--- src/rtl/shift_fifo.sv ---
// Shift-register FIFO: stage 0 is the head and drives data_out directly.
// Occupancy flags and the overflow/underflow pulses are all registered.
module shift_fifo #(
  parameter int WIDTH    = 32,
  parameter int DEPTH    = 8,
  parameter int AF_LEVEL = DEPTH - 1,
  parameter int AE_LEVEL = 1
) (
  input  logic                       clk,
  input  logic                       res,
  input  logic [WIDTH-1:0]           fill_in,
  input  logic                       shift_in,
  input  logic                       shift_out,
  output logic [WIDTH-1:0]           data_out,
  output logic [$clog2(DEPTH+1)-1:0] count,
  output logic                       full,
  output logic                       empty,
  output logic                       almost_full,
  output logic                       almost_empty,
  output logic                       overflow,
  output logic                       underflow
);

  localparam int CW = $clog2(DEPTH + 1);

  logic [DEPTH-1:0][WIDTH-1:0] data_reg, data_next;
  logic [DEPTH-1:0]            filled_reg, filled_next;
  logic [CW-1:0]               count_reg, count_next, wr_idx;
  logic                        full_reg, empty_reg, af_reg, ae_reg;
  logic                        overflow_reg, underflow_reg;
  logic                        pop_acc, push_acc;

  assign pop_acc    = shift_out && (count_reg != '0);
  assign push_acc   = shift_in && ((count_reg != CW'(DEPTH)) || pop_acc);
  // Push lands in the lowest empty stage as seen after this cycle's shift.
  assign wr_idx     = count_reg - CW'(pop_acc);
  assign count_next = count_reg + CW'(push_acc) - CW'(pop_acc);

  genvar gi;
  generate
    for (gi = 0; gi < DEPTH; gi++) begin : g_stage
      logic [WIDTH-1:0] shifted_d;
      logic             shifted_f;
      logic             wr_here;
      if (gi < DEPTH - 1) begin : g_mid
        // Empty stages keep their old data so the head holds its last word.
        assign shifted_d = (pop_acc && filled_reg[gi+1]) ? data_reg[gi+1] : data_reg[gi];
        assign shifted_f = pop_acc ? filled_reg[gi+1] : filled_reg[gi];
      end else begin : g_last
        assign shifted_d = data_reg[gi];
        assign shifted_f = filled_reg[gi] & ~pop_acc;
      end
      assign wr_here          = push_acc && (wr_idx == CW'(gi));
      assign data_next[gi]    = wr_here ? fill_in : shifted_d;
      assign filled_next[gi]  = wr_here | shifted_f;
    end
  endgenerate

  always_ff @(posedge clk) begin
    if (res) begin
      data_reg      <= '0;
      filled_reg    <= '0;
      count_reg     <= '0;
      full_reg      <= 1'b0;
      empty_reg     <= 1'b1;
      af_reg        <= (AF_LEVEL == 0);
      ae_reg        <= 1'b1;
      overflow_reg  <= 1'b0;
      underflow_reg <= 1'b0;
    end else begin
      data_reg      <= data_next;
      filled_reg    <= filled_next;
      count_reg     <= count_next;
      full_reg      <= (count_next == CW'(DEPTH));
      empty_reg     <= (count_next == '0);
      af_reg        <= (int'(count_next) >= AF_LEVEL);
      ae_reg        <= (int'(count_next) <= AE_LEVEL);
      overflow_reg  <= shift_in && !push_acc;
      underflow_reg <= shift_out && (count_reg == '0);
    end
  end

  assign data_out     = data_reg[0];
  assign count        = count_reg;
  assign full         = full_reg;
  assign empty        = empty_reg;
  assign almost_full  = af_reg;
  assign almost_empty = ae_reg;
  assign overflow     = overflow_reg;
  assign underflow    = underflow_reg;

endmodule

--- config.mk ---
export PLATFORM = sky130hd
export DESIGN_NAME = shift_fifo
export DESIGN_NICKNAME = d
export VERILOG_FILES = /design/src/rtl/shift_fifo.sv
export SDC_FILE = /design/constraint.sdc
export NUM_CORES = 1
export LEC_CHECK = 0
export ABC_AREA = 1
export CAP_MARGIN = 20
export CELL_PAD_IN_SITES_DETAIL_PLACEMENT = 1
export CELL_PAD_IN_SITES_GLOBAL_PLACEMENT = 1
export CORE_UTILIZATION = 47
export CTS_CLUSTER_DIAMETER = 120
export DETAILED_ROUTE_END_ITERATION = 10
export PLACE_DENSITY = 0.88
export SYNTH_ARGS = -nofsm -noshare
export SYNTH_HDL_FRONTEND = slang
export SYNTH_SLANG_ARGS = --single-unit
--- constraint.sdc ---
create_clock -name clk -period 9.1 [get_ports clk]
set_clock_uncertainty 0.05 [all_clocks]
set_input_delay 2.275 -clock clk [delete_from_list [all_inputs] [get_ports clk]]
set_output_delay 2.275 -clock clk [all_outputs]
set_load 0.02 [all_outputs]
==> impl_metrics.tcl <==
set metrics [dict create \
    status "complete, no violations" \
    power.total_mw 5.079 \
    hold_viol 0 \
    numCtsBuffers 34 \
    crit_type "input port to register" \
    synth_edf_count 0 \
    core_um2 31880 \
    final_cell_area_um2 16920 \
    grt_pass1_wl_um 76330 \
    place_area_um2 15780 \
    regArea_um2 5465 \
    ys.warnings.count 0 \
    setup-violations-final 0 \
    timing.fmax_mhz 172.8 \
    setup_tns_ns 0 \
    insertion_delay_ns 0.51 \
    cts_setup_buffers 0 \
    yosys.area.top_type "dfxtp_1" \
    powerDensity_nw_per_um2 300.2 \
    synth_area_leaders "dfxtp_1 (36%), nand3_1 (15%), o21bai_1 (11%), a21oi_1 (8.4%), inv_1 (6.8%)" \
    setup.worst_path.start_class "input port" \
    cts_tree "built" \
    synthesis.area_um2 15350 \
    firstDrtPassIters 5 \
    gp_congestion 0.8333 \
    met1_length_um 21920 \
    post_route_cells_drive_above_1_share_pct 5.235 \
    end_kind "register" \
    clk_pin_slew_ns 0.06 \
    diodes 0 \
    overflow 0 \
    die_h_um 182.7 \
    ant_nets 0 \
    grt_pass1_vias 14665 \
    port_buffers 77 \
    htreeDepth 2 \
    syn_inst 2282 \
    utilization_pct 53.06 \
    crit_path_max_fanout 59 \
    worstPathArrival_ns 6.08 \
    post-synth-top-count-cell "nand3_1" \
    cts.sinks 273 \
    fp-row-count 65 \
    synth_ff_type "dfxtp_1" \
    fill_cells 4171 \
    wire_per_inst_um 17.53 \
    multi_input_area_um2 7731 \
    max-cap-violations 0 \
    syn2layout_area_growth_pct 10.22 \
    start_util_pct 48.14 \
    async_reset_ff_share_pct 0 \
    topRoutingLayerUsed "met4" \
    whs_path_depth 2 \
    worstMarginPinSlew_ns 1.068 \
    yosysSeqAreaShare_pct 35.61 \
    yosysTopAreaCellShare_pct 35.61 \
    ir_drop_v 0.0001800 \
    reg2reg_depth 17 \
    hpwl_um 28090 \
    drt_iter0_markers 1001 \
    antenna_found_initial 0 \
    netlist_top_cells_count "nand3_1 (457), inv_1 (277), dfxtp_1 (273)" \
    ys_ff_latch 273 \
    synth_area_per_cell_um2 6.725 \
    die_x_um 182.7 \
    viasPerCell 5.573 \
    ys_types 29 \
    dr_wl_met2_um 21570 \
    synthesis.nets 2329 \
    rrSetupSlack_ns 5.01 \
    cts_resized 0 \
    routed_wirelength_um 46470 \
    dieArea_um2 33380 \
    min_period_over_period_pct 63.59 \
    cts_hold_buf 0 \
    cts_root_buf "clkbuf_16" \
    drv_slew 0 \
    dr_total_vias 14774 \
    pin_count 78 \
    grt_max_degree 150 \
    largest_reg_flops 192 \
    clock_path_buffers 3 \
    track_usage_pct 27.91 \
    fin_nets 2241 \
    p_leak_nw 5.185 \
    hold_class "register to register" \
    dr_wl_met3_um 2097 \
    drc 0 \
    period_needed_ns 5.786 \
    grt_setup_unrepaired "no" \
    maxSlewHeadroom_pct 28.80 \
    cp_data_required_time_ns 9.40 \
]
[cells in the final DEF (no fill, tap or decap)]
cell type        count
nand3_1            450
inv_1              277
dfxtp_1            273
a21oi_1            258
nand2_1            247
nor2_1             234
o21bai_1           224
clkdlybuf4s50_1     76
clkbuf_16           35
buf_4               26
o21ai_1             20
o21ai_0             13
nand3_2             11
clkbuf_8            11
ha_1                10
nor2_2               8
clkbuf_1             8
nand2_4              6
a31oi_1              6
inv_2                3
nand3_4              3
clkinv_2             3
buf_16               2
xnor2_1              1
nor3_1               1
nor3b_2              1
a21oi_4              1
nand2_2              1
nor2_4               1
or2_2                1
and2_1               1
fa_1                 1
inv_6                1
buf_6                1
buf_12               1
[path summary, 6_finish.rpt]
kind	start	endpoint
worst max-delay path	shift_out	data_reg[119]
worst min-delay path	data_out[26]	data_out[26]
worst max register to register	count[3]	data_reg[119]
worst min register to register	data_out[26]	data_out[26]
[layer usage]
layer / GRT usage (%) / vias up
li1: - / 7218
met1: 37.62 / 7140
met2: 47.07 / 350
met3: 3.293 / 66
met4: 7.361 / 0
met5: 0 / -
[power breakdown]
group          total (mW)  leakage, nW  internal (mW)  switching [mW]
registers            1.68         2.21           1.51           0.172
clock network        1.32        0.536          0.793           0.524
logic                2.08         2.44          0.629            1.45
total                5.08         5.18           2.93            2.15
[stage by stage]
step	setup WS, ns	std cells	hold WS (ns)
after global routing	3.075	2651	0.4461
after global placement	2.771	2591	0.4202
final	3.314	2651	0.4318
after detailed placement	2.563	2591	0.4254
after CTS	3.086	2649	0.4333
after floorplan	4.074	2282	0.4077
[final cells by class]
type,count,share of cell area (%)
Inverter,280,6.213
Sequential cell,273,32.31
Timing Repair Buffer,106,6.162
Clock inverter,4,0.1405
Tap cell,435,3.218
Multi-Input combinational cell,1499,45.71
Clock buffer,54,6.250
[critical path: stages]
cell and delay (ns):
clkdlybuf4s50_1 0.79, nand2_4 0.20, inv_1 0.12, ha_1 0.19
ha_1 0.20, inv_1 0.07, nand2_1 0.06, nand2_1 0.11
inv_2 0.10, nand3_4 0.53, nor2_2 0.42, buf_4 0.39
nand2_4 0.32, nand3_1 0.19, a21oi_1 0.08
[cells by family after synthesis]
kind of cell    Yosys count  synth area share (%)
compound gates          522                 20.80
xor+xnor                  1               0.05708
fa+ha+maj                11                0.9457
buf+inv                 510                 14.28
flops                   273                 35.61
simple gates            965                 28.31
Power figures use the tool's default switching activity.
